==> config.mk <==
export PLATFORM = sky130hd
export DESIGN_NAME = core_mem_arbiter
export DESIGN_NICKNAME = d
export VERILOG_FILES = /design/src/rtl/core_mem_pkg.sv /design/src/rtl/core_mem_arb_pick.sv /design/src/rtl/core_mem_arbiter.sv
export SDC_FILE = /design/constraint.sdc
export NUM_CORES = 1
export LEC_CHECK = 0
export BUFFER_PORTS_ARGS = -buffer_cell sky130_fd_sc_hd__buf_4
export CAP_MARGIN = 20
export CORE_AREA = 5 5 235 237
export DETAILED_ROUTE_END_ITERATION = 8
export DIE_AREA = 0 0 240 242
export GPL_TIMING_DRIVEN = 0
export PLACE_DENSITY_LB_ADDON = 0.3
export REMOVE_ABC_BUFFERS = 1
export SLEW_MARGIN = 5
export SYNTH_ARGS = -nofsm -noshare
export SYNTH_HDL_FRONTEND = slang
export SYNTH_SLANG_ARGS = --single-unit
==> constraint.sdc <==
create_clock -name g_clk -period 3.25 [get_ports g_clk]
set_clock_uncertainty 0.2 [all_clocks]
set_input_delay 0.1625 -clock g_clk [delete_from_list [all_inputs] [get_ports g_clk]]
set_output_delay 0.1625 -clock g_clk [all_outputs]
set_load 0.1 [all_outputs]
==> src/rtl/core_mem_pkg.sv <==
// core_mem_pkg: shared types for the core memory ports.
//   mem_req_t  - request payload (addr, wen, strb, wdata); req itself travels separately
//   mem_rsp_t  - response (gnt, err, rdata)
//   arb_lock_t - arbiter ownership; FREE doubles as "no owner" on the pick output
package core_mem_pkg;

  localparam int CORE_MEM_ADDR_W = 64;
  localparam int CORE_MEM_STRB_W = 8;
  localparam int CORE_MEM_DATA_W = 64;

  typedef struct packed {
    logic [CORE_MEM_ADDR_W-1:0] addr;
    logic                       wen;
    logic [CORE_MEM_STRB_W-1:0] strb;
    logic [CORE_MEM_DATA_W-1:0] wdata;
  } mem_req_t;

  typedef struct packed {
    logic                       gnt;
    logic                       err;
    logic [CORE_MEM_DATA_W-1:0] rdata;
  } mem_rsp_t;

  typedef enum logic [1:0] {
    FREE  = 2'd0,
    OWN_I = 2'd1,
    OWN_D = 2'd2
  } arb_lock_t;

endpackage

==> src/rtl/core_mem_arb_pick.sv <==
// core_mem_arb_pick: combinational owner selection for core_mem_arbiter.
//   i_lock      - current lock state (held owner while a transaction waits)
//   i_imem_req  - imem request
//   i_dmem_req  - dmem request
//   i_starved   - starvation counter has reached its limit
//   o_owner     - chosen owner; FREE means nobody drives the shared port
module core_mem_arb_pick
  import core_mem_pkg::*;
(
  input  arb_lock_t i_lock,
  input  logic      i_imem_req,
  input  logic      i_dmem_req,
  input  logic      i_starved,
  output arb_lock_t o_owner
);

  always_comb begin
    o_owner = FREE;
    if (i_lock != FREE)
      o_owner = i_lock;
    // dmem has priority unless imem has been passed over too many times
    else if (i_dmem_req && !(i_imem_req && i_starved))
      o_owner = OWN_D;
    else if (i_imem_req)
      o_owner = OWN_I;
  end

endmodule

==> src/rtl/core_mem_arbiter.sv <==
// core_mem_arbiter: shares one memory port between core imem and dmem.
//   g_clk, g_reset           - clock, async active-high reset
//   imem_* / dmem_*          - requester ports (req/addr/wen/strb/wdata in, gnt/err/rdata out)
//   smem_*                   - shared downstream port (req/payload out, gnt/err/rdata in)
// Requests are muxed through with no added latency; the owner is locked from
// the first unanswered req until its gnt. dmem has fixed priority, with imem
// forced through after STARVE_LIMIT consecutive dmem grants while it waited.
module core_mem_arbiter
  import core_mem_pkg::*;
#(
  parameter int MEM_ADDR_W   = CORE_MEM_ADDR_W,
  parameter int MEM_STRB_W   = CORE_MEM_STRB_W,
  parameter int MEM_DATA_W   = CORE_MEM_DATA_W,
  parameter int STARVE_LIMIT = 4
) (
  input  logic                  g_clk,
  input  logic                  g_reset,
  input  logic                  imem_req,
  input  logic [MEM_ADDR_W-1:0] imem_addr,
  input  logic                  imem_wen,
  input  logic [MEM_STRB_W-1:0] imem_strb,
  input  logic [MEM_DATA_W-1:0] imem_wdata,
  output logic                  imem_gnt,
  output logic                  imem_err,
  output logic [MEM_DATA_W-1:0] imem_rdata,
  input  logic                  dmem_req,
  input  logic [MEM_ADDR_W-1:0] dmem_addr,
  input  logic                  dmem_wen,
  input  logic [MEM_STRB_W-1:0] dmem_strb,
  input  logic [MEM_DATA_W-1:0] dmem_wdata,
  output logic                  dmem_gnt,
  output logic                  dmem_err,
  output logic [MEM_DATA_W-1:0] dmem_rdata,
  output logic                  smem_req,
  output logic [MEM_ADDR_W-1:0] smem_addr,
  output logic                  smem_wen,
  output logic [MEM_STRB_W-1:0] smem_strb,
  output logic [MEM_DATA_W-1:0] smem_wdata,
  input  logic                  smem_gnt,
  input  logic                  smem_err,
  input  logic [MEM_DATA_W-1:0] smem_rdata
);

  localparam int SCW = $clog2(STARVE_LIMIT + 1);
  localparam logic [SCW-1:0] STARVE_MAX = SCW'(STARVE_LIMIT);

  // The payload structs are sized by the package; refuse mismatched overrides.
  if (MEM_ADDR_W != CORE_MEM_ADDR_W || MEM_STRB_W != CORE_MEM_STRB_W ||
      MEM_DATA_W != CORE_MEM_DATA_W) begin : g_width_chk
    $error("core_mem_arbiter: widths must match core_mem_pkg");
  end

  arb_lock_t      r_lock;
  logic [SCW-1:0] r_starve;
  arb_lock_t      w_owner;
  logic           w_starved;
  mem_req_t       w_ireq, w_dreq, w_sreq;
  mem_rsp_t       w_srsp, w_irsp, w_drsp;

  assign w_starved = (r_starve == STARVE_MAX);

  core_mem_arb_pick u_pick (
    .i_lock     (r_lock),
    .i_imem_req (imem_req),
    .i_dmem_req (dmem_req),
    .i_starved  (w_starved),
    .o_owner    (w_owner)
  );

  // request path
  assign w_ireq = '{addr: imem_addr, wen: imem_wen, strb: imem_strb, wdata: imem_wdata};
  assign w_dreq = '{addr: dmem_addr, wen: dmem_wen, strb: dmem_strb, wdata: dmem_wdata};

  always_comb begin
    w_sreq = '0;
    if (w_owner == OWN_I)      w_sreq = w_ireq;
    else if (w_owner == OWN_D) w_sreq = w_dreq;
  end

  assign smem_req   = !g_reset && (w_owner != FREE);
  assign smem_addr  = w_sreq.addr;
  assign smem_wen   = w_sreq.wen;
  assign smem_strb  = w_sreq.strb;
  assign smem_wdata = w_sreq.wdata;

  // response path: only the owner sees the response, everyone else sees zeros
  assign w_srsp = '{gnt: smem_gnt, err: smem_err, rdata: smem_rdata};

  always_comb begin
    w_irsp = '0;
    w_drsp = '0;
    if (w_owner == OWN_I)      w_irsp = w_srsp;
    else if (w_owner == OWN_D) w_drsp = w_srsp;
  end

  assign imem_gnt   = w_irsp.gnt && !g_reset;
  assign imem_err   = w_irsp.err;
  assign imem_rdata = w_irsp.rdata;
  assign dmem_gnt   = w_drsp.gnt && !g_reset;
  assign dmem_err   = w_drsp.err;
  assign dmem_rdata = w_drsp.rdata;

  // lock + starvation state
  always_ff @(posedge g_clk or posedge g_reset) begin
    if (g_reset) begin
      r_lock   <= FREE;
      r_starve <= '0;
    end else begin
      if (smem_gnt)
        r_lock <= FREE;
      else if (smem_req)
        r_lock <= w_owner;

      if (smem_gnt) begin
        if (w_owner == OWN_D && imem_req) begin
          if (!w_starved) r_starve <= r_starve + 1'b1;
        end else if (w_owner == OWN_I) begin
          r_starve <= '0;
        end
      end
    end
  end

  // A locked owner must keep its request up until it is granted.
  a_imem_hold: assert property (@(posedge g_clk) disable iff (g_reset)
    (r_lock == OWN_I) |-> imem_req);
  a_dmem_hold: assert property (@(posedge g_clk) disable iff (g_reset)
    (r_lock == OWN_D) |-> dmem_req);

endmodule

Word level (Yosys, flattened, before mapping)
Cells that the tools add are included.
- register bits: 5
- output and inout bits: 270
- logic and storage cells: 33
- add/subtract/negate cells: 1
- equality and inequality tests: 4
- muxes and demuxes: 13
- reductions and logical operators: 13
- operator list (operator ; count):
    $mux 137 ; 2
    $mux 66 ; 3
    $mux 3 ; 3
    $mux 2 ; 4
    $reduce_bool 2->1 ; 4
    $logic_and 1x1->1 ; 6
    $add 3x1->3 const B ; 1
    $eq 3x3->1 const B ; 1
    $reduce_and 3->1 ; 1
    $eq 2x1->1 const B ; 1
    $eq 2x2->1 const B ; 1
    $logic_not 1->1 ; 2
    $ne 2x2->1 const B ; 1
    $mux 1 ; 1

Depth between registers and ports, before layout
Gate-level depths: netlist of the first run.
- depth after elaboration: 10
- mapped depth: 7
- depth with buffers taken out: 5

Hierarchy
From an unflattened synthesis of the first run, not the netlist that was laid out.
- cells, all modules: 355
- area total of the unflattened synthesis: 2695.1 um^2
- modules (own cells, without submodules) (module ; times used ; cells an instance ; area each (um^2)):
    core_mem_arbiter ; 1 ; 349 ; 2661.3
    core_mem_arb_pick ; 1 ; 6 ; 33.8

Worst setup path after synthesis of the first run
OpenSTA, ideal clock, no wires.
- kind: reg2out
- start: reg r_starve[0]
- end: out smem_addr[0]
- arrival: 2.246 ns
- required time: 2.887 ns
- slack: 0.641 ns
- cell stages (with the launch flop): 8
- path buffers: 2
- path through: dfrtp_1 -> inv_1 -> ha_1 -> nand2_1 -> a311oi_2 -> buf_4 -> buf_4 -> a22o_1
- cells in the longest elaborated chain, start to end: 9
- elaborated cells on any way between the ends: 10
- ends and longest elaborated chain (item ; RTL line ; source):
    start: declaration ; core_mem_arbiter.sv:54 ; logic [SCW-1:0] r_starve;
    start signal: assignment ; core_mem_arbiter.sv:116 ; if (!w_starved) r_starve <= r_starve + 1'b1;
    $eq 3x3->1 (*) ; core_mem_arbiter.sv:60 ; assign w_starved = (r_starve == STARVE_MAX);
    $logic_and 1x1->1 (*) ; core_mem_arb_pick.sv:22 ; else if (i_dmem_req && !(i_imem_req && i_starved))
    $logic_not 1->1 (*) ; core_mem_arb_pick.sv:22 ;
    $logic_and 1x1->1 (*) ; core_mem_arb_pick.sv:22 ;
    $mux 2 (*) ; core_mem_arb_pick.sv:22 ;
    $mux 2 (*) ; core_mem_arb_pick.sv:19 ; if (i_lock != FREE)
    $eq 2x2->1 ; core_mem_arbiter.sv:77 ; else if (w_owner == OWN_D) w_sreq = w_dreq;
    $mux 137 ; core_mem_arbiter.sv:77 ;
    $mux 137 (*) ; core_mem_arbiter.sv:76 ; if (w_owner == OWN_I) w_sreq = w_ireq;
    end: declaration ; core_mem_arbiter.sv:35 ; output logic [MEM_ADDR_W-1:0] smem_addr,
Every way passes the cells marked *; elsewhere a longest branch is shown, timed or not.

Final worst setup path of the first run
- start: reg r_starve[0]
- end: out smem_addr[50]
The elaborated chain is that of the path after synthesis.

==> key figures, run 1 <==
Run status
  – Status: completed

CTS
  – Clock root buffer master: clkbuf_16
  – Clk buf depth: 2
  – Skew-Pair Late Insertion Delay: ~0.23 ns
  – TritonCTS clock tree: yes
  – Worst-path clk slew: around 0.04 ns
  – Clock sinks: 5
  – Num CTS Buffers: 3
  – Htree depth: 1

Final layout
  – Layout Area Growth over Synthesis: 233%
  – Finished Core Util: 0.166
  – Most frequent cells in the layout: buf_4, and2_1, a22o_1
  – Nets: about 1.3k
  – Commonest non-fill, non-tap cell in the layout: buf_4
  – Non-Filler Instances: 1640
  – FILL cells: 6024
  – Fraction of layout cells with a size suffix above 1: 0.694

Synth
  – Largest family of logic cells by synthesized area: compound AO/OA/AOI/OAI gates
  – Synth Area per Inst: 7.50 um^2
  – Synth warn: 0
  – Post-Synth XOR/XNOR Area: 0
  – Simple-gate share of the synthesized area: 0.339
  – Seq/Total Area, Yosys: 0.0473
  – Mapped cell area: 2650 um^2
  – Mux cell area share after synthesis: 0.00756
  – Seq cells post-synth: 5
  – Synth unique cells: 29
  – Adder-cell share of the synthesized area: 0.00945
  – Post-synthesis compound-gate area fraction: 0.489
  – Cells after synthesis: around 350

Die
  – Row cnt: 85
  – DIE HEIGHT: roughly 240 um
  – Die ar.: just under 60000 um^2
  – Die width: 240 um
  – Ports: 614
  – Initial core utilization: 0.0499
  – Area of the core: ~53000 um^2

Worst setup path
  – Worst EP required: 2.89 ns
  – Critical-path maximum fanout: 21
  – WS Path Type: flip-flop to output port
  – Endpoint class of the critical path: output port
  – Arrival @ worst endpoint: between 2 and 3 ns
  – Setup crit start kind: flip-flop

Power and ir drop
  – Flop pwr share: 0.018
  – Combinational fraction of design power: 0.942
  – Pint: 1.47 mW
  – Power share of the clock group: 0.041
  – Switch share: 0.709
  – P_sw: 3.59 mW
  – Pwr Total: 5.07 mW
  – VDD IR max: between 0.2 and 0.25 mV
  – Lkg Pwr: 4.52 nW
  – P per Cell Area: 575 nW/um^2

Global route
  – First-pass GRT wire length: slightly above 40000 um
  – Overflow after GRT: 0
  – Initial antenna violation count: 8
  – Largest net degree at the start of global routing: 90
  – Total track usage: 0.0969
  – Vias in the first global route: between 5k and 6k

STA
  – Final setup fails: 0
  – Final period utilization: 0.974
  – Final WS setup: roughly 0.084 ns
  – Max Slew Vio Count: 0
  – FMAX: around 320 MHz
  – Tightest Pin Transition: 0.672 ns
  – Final critical-path required period: 3.17 ns
  – Slew headroom: 0.552
  – Unrepaired setup endpoints after global routing: yes
  – Final hold violations: 0
  – WHS: between 0.1 and 0.15 ns

Placed design
  – Number of port buffers: 613
  – Pre-CTS setup slack: -0.755 ns
  – Post-DP HPWL: 28600 um
  – Final Wtd Congestion: roughly 0.85
  – Number of placed instances, taps included: 1629

Drt
  – Drt drc: 0
  – Final WL: 32100 um
  – Total vias in the final route: 5325
  – Initial DRC count: 162
  – Via density per instance: between 3 and 4
  – Routed Antenna Nets: 0
  – DR WL/cell: around 20 um
  – Drt pass-1 iters: 4

Run
  – Maxcap violations: 0

Min path
  – Hold Crit Class: input port to flip-flop
-- per-layer routing --
metal  vias up  part of all wire  global-route usage
met2       358              0.48               0.174
met1      2434              0.39               0.117
met4         8             0.012             0.00701
met3        18              0.11              0.0318
li1       2507                 -                   -
met5         -            0.0016                   0
-- worst max-delay path: stages, from the launching register on --
cell	delay (ns)
dfrtp_1	0.37
inv_1	0.10
ha_2	0.24
nand2_2	0.14
a311oi_4	0.39
buf_6	0.21
buf_8	0.18
buf_8	0.20
buf_8	0.19
a22o_1	0.29
buf_12	0.21
-- state kept, by name (all words and copies together), names as in the netlist --
register / cells
r_starve: 3
r_lock: 2
-- logic make-up (layout without fill, tap and decap cells) --
family | count (synthesis) | in the layout
flops | 5 | 5
simple gates | 145 | 145
fa+ha+maj | 2 | 2
mux | 2 | 2
buf+inv | 50 | 638
compound gates | 149 | 150
other cells | 0 | 2
-- final timing paths --
kind                              from       endpoint  slack [ns]  cells past startpoint
setup / recovery           r_starve[0]  smem_addr[50]        0.08                     10
hold / removal                dmem_req      r_lock[1]        0.11                      3
setup reg to reg           r_starve[0]      r_lock[0]        1.50                      5
hold reg to reg            r_starve[1]    r_starve[1]        0.38                      2
max in group asynchronous      g_reset      r_lock[0]        2.36                      3
min in group asynchronous      g_reset    r_starve[1]        0.26                      3
-- metrics by stage --
step | cell area, um^2 | TNS (ns)
2_1_floorplan | 2380 | -1086.02
3_3_place_gp | 7850 | -1885.06
3_5_place_dp | 8070 | -25.87
4_1_cts | 8430 | -0.129
5_1_grt | 8810 | -0.0322
6_report | 8810 | 0
-- cells in the mapped netlist --
cell | count | area [um^2]
a22o_1 | 137 | 1200
and2_1 | 131 | 820
buf_2 | 15 | 75.1
buf_4 | 13 | 97.6
clkbuf_1 | 8 | 30.0
clkbuf_2 | 6 | 30.0
dfrtp_1 | 5 | 125
inv_1 | 5 | 18.8
nor2_1 | 4 | 15.0
a21oi_1 | 3 | 15.0
buf_6 | 3 | 33.8
a41oi_1 | 2 | 17.5
and3_1 | 2 | 12.5
ha_1 | 2 | 25.0
mux2i_1 | 2 | 20.0
nand4_1 | 2 | 12.5
a2111o_1 | 1 | 11.3
a21o_1 | 1 | 7.51
a311oi_2 | 1 | 15.0
a31oi_1 | 1 | 6.26
nand2_1 | 1 | 3.75
nand3_1 | 1 | 5.00
nand3b_1 | 1 | 7.51
nand4b_1 | 1 | 8.76
nor2b_1 | 1 | 6.26
o21a_1 | 1 | 7.51
o21ai_0 | 1 | 5.00
o311a_1 | 1 | 10.0
or2_2 | 1 | 6.26
-- layout make-up --
type	count	area (um^2)	share of cell area
diodes	2	5.00	0.000568
clock buffers	4	78.8	0.00894
inverters	5	18.8	0.00213
multi-input cells	299	2430	0.276
flip-flops and latches	5	125	0.0142
well taps	696	871	0.0988
repair buffers	629	5290	0.600
-- what timing repair did --
action                                  CTS  global route
endpoints found under the setup margin  151            40
hold buffers                              2             0
buffers inserted                          2             0
gates cloned                              1             1
resized for setup                        53            73
pin swaps                                 1             1
hold endpoints to repair                  7             0
-- power by group through the flow --
stage | combinational (mW) | clock (mW) | sequential (mW)
floorplan | 3.39 | 0 | 0.0845
global placement | 4.60 | 0 | 0.0872
detailed placement | 4.55 | 0 | 0.0896
CTS | 4.67 | 0.205 | 0.0904
global route | 4.91 | 0.215 | 0.0919
finish | 4.77 | 0.205 | 0.0907
(Power assumes the default switching activity.)
==> run 2, diff against run 1 <==
==> constraint.sdc (replaced) <==
create_clock -name g_clk -period 3.25 [get_ports g_clk]
set_clock_uncertainty 0.2 [all_clocks]
set_input_delay 0.325 -clock g_clk [delete_from_list [all_inputs] [get_ports g_clk]]
set_output_delay 0.325 -clock g_clk [all_outputs]
set_load 0.1 [all_outputs]
==> key figures, run 2 (synthesis gave the netlist of run 1 again) <==
Run status
  – Status: completed

Power and ir drop
  – VDD IR max: 0.226 mV
  – P_sw: 3.62 mW
  – Combinational fraction of design power: 0.943
  – Pint: 1.56 mW
  – Lkg Pwr: 4.65 nW
  – P per Cell Area: 568 nW/um^2
  – Flop pwr share: 0.018
  – Switch share: 0.699
  – Pwr Total: 5.18 mW
  – Power share of the clock group: 0.040

Final layout
  – Commonest non-fill, non-tap cell in the layout: buf_4
  – Biggest register: r_starve
  – Nets: 1294
  – FILL cells: 5990
  – Layout Area Growth over Synthesis: 245%
  – Finished Core Util: 0.172
  – Fraction of layout cells with a size suffix above 1: 0.712
  – Most frequent cells in the layout: buf_4, and2_1, a22o_1
  – Top Registers: r_starve x3, r_lock x2
  – Largest register FFs: 3

Worst setup path
  – CP cell instances: inv_1 -> ha_4 -> nand2_2 -> a311oi_4 -> buf_6 -> buf_12 -> buf_12 -> buf_16 -> buf_16 -> a22o_4 -> buf_12
  – WS Path Type: flip-flop to output port
  – Setup crit start kind: flip-flop
  – Worst EP required: ~2.7 ns
  – CP peak stage delay: 0.39 ns
  – Slowest-stage cell, CP: a311oi_4
  – Endpoint class of the critical path: output port
  – Crit path max-delay family: buffers and inverters
  – Crit path top cell by count: buf_12
  – Arrival @ worst endpoint: 2.63 ns
  – Critical-path maximum fanout: 22
  – Buf+Inv Stages, Crit Path: 7

Die
  – DIE HEIGHT: 242 um
  – Ports: ~600
  – Die ar.: 58100 um^2
  – Initial core utilization: 0.0499
  – Die width: approximately 240 um
  – Row cnt: 85
  – Area of the core: ~53000 um^2

Drt
  – Via density per instance: 3.28
  – Final WL: 32500 um
  – Drt drc: 0
  – Drt pass-1 iters: 4
  – DR WL/cell: 19.7 um
  – Total vias in the final route: 5396
  – Routed Antenna Nets: 0
  – Initial DRC count: 156

STA
  – Unrepaired setup endpoints after global routing: yes
  – Setup TNS: 0 ns
  – Final hold violations: 0
  – FMAX: 317 MHz
  – Final setup fails: 0
  – Slew headroom: 0.568
  – Final period utilization: 0.972
  – Max Slew Vio Count: 0
  – Tightest Pin Transition: 0.647 ns
  – Final critical-path required period: approximately 3.2 ns

CTS
  – Clock sinks: 5
  – Htree depth: 1
  – Skew-Pair Late Insertion Delay: 0.23 ns
  – Clock root buffer master: clkbuf_16
  – TritonCTS clock tree: yes
  – Worst-path clk slew: roughly 0.040 ns
  – Clk buf depth: 2
  – Num CTS Buffers: 3

Placed design
  – Final Wtd Congestion: 0.853
  – Post-DP HPWL: between 20000 and 30000 um
  – Number of port buffers: slightly above 600

Global route
  – Total track usage: 0.0976
  – Vias in the first global route: approximately 5.6k
  – Overflow after GRT: 0
  – Largest net degree at the start of global routing: 90
  – First-pass GRT wire length: 41500 um
  – Initial antenna violation count: 7

Min path
  – Hold Crit Class: input port to flip-flop

Run
  – Maxcap violations: 0
==> run 2: cell count changes in the layout (fill, tap and decap cells not counted), sizes merged <==
cell         delta
buf             +4
clkbuf          +2
diode           +1
dlygate4sd3     -1
==> run 2: power groups by stage <==
stage | combinational [mW] | sequential [mW] | clock, mW
2_1_floorplan | 3.39 | 0.0845 | 0
3_3_place_gp | 4.60 | 0.0872 | 0
3_5_place_dp | 4.55 | 0.0896 | 0
4_1_cts | 4.76 | 0.0904 | 0.205
5_1_grt | 5.03 | 0.0924 | 0.215
6_report | 4.89 | 0.0916 | 0.206
==> run 2: final timing paths <==
path | from | end | slack, ns | cells after the start
min in group asynchronous | g_reset | r_starve[1] | 0.43 | 3
min | smem_gnt | r_lock[1] | 0.1 | 2
max | r_starve[1] | smem_addr[8] | 0.09 | 11
min reg2reg | r_starve[0] | r_starve[0] | 0.40 | 2
max in group asynchronous | g_reset | r_lock[0] | 2.18 | 3
max reg2reg | r_starve[1] | r_lock[0] | 1.56 | 5
==> run 2: cell type report <==
class | count | area (um^2) | share of cell area
Timing Repair Buffer | 634 | 5470 | 0.599
Inverter | 5 | 18.8 | 0.00206
Sequential cell | 5 | 125 | 0.0137
Multi-Input combinational cell | 299 | 2560 | 0.281
Clock buffer | 4 | 78.8 | 0.00864
Tap cell | 696 | 871 | 0.0954
Antenna cell | 3 | 7.51 | 0.000822
==> run 2: worst reg2reg max path, cell delays in order (launching register included) <==
cell	delay, ns
dfrtp_1	0.37
inv_1	0.11
ha_4	0.18
nand2_2	0.13
a2111o_1	0.44
a21oi_1	0.17
==> run 2: timing repair <==
| action | in CTS | in global routing |
|---|---|---|
| pin swaps | 1 | 1 |
| setup buffers | 2 | 4 |
| gates resized for setup | 101 | 65 |
| cloned | 1 | 3 |
| setup endpoints to repair | 184 | 59 |
| hold buffers | 1 | 0 |
| hold endpoints to repair | 5 | 0 |
==> run 2: per-stage QoR <==
stage	hold WS, ns	std cells	setup WS (ns)	instance area [um^2]
final	0.0985	1646	0.0920	9130
after global routing	0.109	1643	-0.00330	9120
after CTS	0.0971	1636	0.0285	8680
after detailed placement	0.109	1629	-0.917	8070
after global placement	0.0995	1617	-8.53	7850
after floorplan	-0.0775	308	-4.89	2380
==> run 2: routing by layer <==
metal / GRT usage / part of all wire
met1: 0.117 / 0.39
met2: 0.177 / 0.49
met3: 0.0320 / 0.11
met4: 0.00801 / 0.0095
met5: 0 / 0.0012
==> run 3, diff against run 2 <==
--- a/config.mk
+++ b/config.mk
@@ -12,7 +12,6 @@
 export DIE_AREA = 0 0 240 242
 export GPL_TIMING_DRIVEN = 0
 export PLACE_DENSITY_LB_ADDON = 0.3
-export REMOVE_ABC_BUFFERS = 1
 export SLEW_MARGIN = 5
 export SYNTH_ARGS = -nofsm -noshare
 export SYNTH_HDL_FRONTEND = slang
==> key figures, run 3 (synthesis gave the netlist of run 1 again) <==
Final layout
  – Fraction of layout cells with a size suffix above 1: 0.677
  – Biggest register: r_starve
  – FILL cells: 6096
  – Layout Area Growth over Synthesis: 213%
  – Most frequent cells in the layout: buf_4, a22o_1, and2_1
  – Nets: 1320
  – Multi-input logic area: 2250 um^2
  – Largest register FFs: 3
  – Top Registers: r_starve x3, r_lock x2
  – Sequential Area: 125 um^2
  – Non-Filler Instances: 1670
  – Commonest non-fill, non-tap cell in the layout: buf_4

Die
  – Ports: 614
  – DIE HEIGHT: 242 um
  – Die ar.: between 50000 and 60000 um^2
  – Area of the core: 53100 um^2
  – Die width: 240 um
  – Initial core utilization: 0.0499
  – Row cnt: 85

Drt
  – Via density per instance: between 3 and 4
  – DR WL/cell: 18.6 um
  – Final WL: 31100 um
  – Routed Antenna Nets: 0
  – Initial DRC count: 150
  – Drt pass-1 iters: 4
  – Total vias in the final route: ~5.5k
  – Drt drc: 0

Synth
  – Synthesized Nets: 699

Min path
  – WHS Path Cells: 2
  – Worst hold endpoint: r_lock[0]
  – Hold Crit Class: input port to flip-flop
  – Worst Min Path Start: smem_gnt

CTS
  – Skew-Pair Late Insertion Delay: 0.23 ns
  – Clk buf depth: 2
  – Num CTS Buffers: 3
  – Worst-path clk slew: 0.03 ns
  – Clock sinks: 5
  – TritonCTS clock tree: yes
  – Htree depth: 1
  – Clock root buffer master: clkbuf_16

Worst setup path
  – Worst EP required: about 2.7 ns
  – Reg2Reg Capture Point: r_lock[0]
  – Critical-path maximum fanout: 10
  – Arrival @ worst endpoint: 2.59 ns
  – R2R setup slack: 1.53 ns
  – Slowest-stage cell, CP: o311a_2
  – Buf+Inv Stages, Crit Path: 4
  – CP cell instances: inv_1 -> ha_1 -> nand2_1 -> o311a_2 -> buf_6 -> clkbuf_4 -> a22o_1 -> buf_4
  – Endpoint class of the critical path: output port
  – CP peak stage delay: 0.46 ns
  – Setup crit start kind: flip-flop
  – R2R cell count: 5
  – WS Path Type: flip-flop to output port
  – Worst reg2reg path startpoint: r_starve[0]
  – Crit path max-delay family: buffers and inverters

STA
  – Final critical-path required period: just over 3 ns
  – Final period utilization: 0.959
  – Max Slew Vio Count: 0
  – Tightest Pin Transition: about 0.56 ns
  – Slew headroom: 0.623
  – WHS: 0.0831 ns
  – Final WS setup: 0.134 ns
  – Final hold violations: 0
  – Unrepaired setup endpoints after global routing: no
  – FMAX: about 320 MHz
  – Final setup fails: 0

Global route
  – Largest net degree at the start of global routing: 11
  – Overflow after GRT: 0
  – Vias in the first global route: slightly above 6k
  – Total track usage: 0.0944
  – Initial antenna violation count: 1
  – First-pass GRT wire length: 40800 um

Placed design
  – Number of placed instances, taps included: 1662
  – Pre-CTS setup slack: -0.227 ns
  – Post-DP HPWL: 27700 um
  – Number of port buffers: 613
  – Final Wtd Congestion: 0.932

Power and ir drop
  – P per Cell Area: 588 nW/um^2
  – VDD IR max: 0.205 mV
  – Lkg Pwr: roughly 4.4 nW

Run
  – Maxcap violations: 0

Run status
  – Status: completed
run 3: worst register-to-register path: cells and delay by family, from the launching register on:
family | cells | cell delay (ns)
buf+inv | 1 | 0.10
flops | 1 | 0.38
fa+ha+maj | 1 | 0.25
simple gates | 1 | 0.15
compound gates | 2 | 0.57
run 3: worst max-delay path by stage:
| stage | end | slack, ns | startpoint | cells after the start |
|---|---|---|---|---|
| floorplan | smem_addr[0] | 0.48 | r_starve[0] | 7 |
| global placement | smem_wdata[22] | -0.20 | r_starve[0] | 8 |
| detailed placement | smem_wdata[22] | -0.23 | r_starve[0] | 8 |
| CTS | smem_wdata[16] | 0.007 | r_starve[0] | 8 |
| global route | imem_rdata[51] | 0.007 | r_starve[0] | 9 |
| finish | smem_wdata[16] | 0.13 | r_starve[0] | 8 |
run 3: layout make-up:
class                      instances  area share
tap                              696       0.105
buffer                            45      0.0342
inverter                           5     0.00227
multi-input combinational        298       0.272
clock buffer                       4     0.00952
antenna                            1    0.000302
sequential                         5      0.0151
timing repair buffer             616       0.562
run 3: report_power, final:
group	internal, mW	total [mW]	switching (mW)	leakage (nW)
Clock	0.163	0.205	0.0424	0.0382
Sequential	0.0738	0.0865	0.0127	0.0671
Combinational	1.06	4.58	3.52	4.29
run 3: repair_timing:
| item | 4_1_cts | 5_1_grt |
|---|---|---|
| setup buffers | 2 | 0 |
| pin swaps | 1 | 0 |
| setup endpoints to repair | 199 | 20 |
| hold buffers | 1 | 0 |
| hold endpoints to repair | 5 | 0 |
| gates resized for setup | 4 | 13 |
run 3: through the flow:
stage | util | total power [mW] | TNS, ns | area (um^2)
4_1_cts | 0.155 | 4.91 | 0 | 8240
3_3_place_gp | 0.153 | 4.68 | -4.60 | 8120
2_1_floorplan | - | 3.47 | 0 | 2650
6_report | 0.156 | 4.87 | 0 | 8280
5_1_grt | 0.156 | 5.03 | 0 | 8280
3_5_place_dp | 0.153 | 4.68 | -8.21 | 8120
run 3: per-layer routing:
layer,routed length [um],global-route usage,vias up
met5,0,0,-
met3,3460,0.0280,29
met2,15400,0.176,405
li1,-,-,2573
met1,11500,0.105,2538
met4,709,0.0204,0
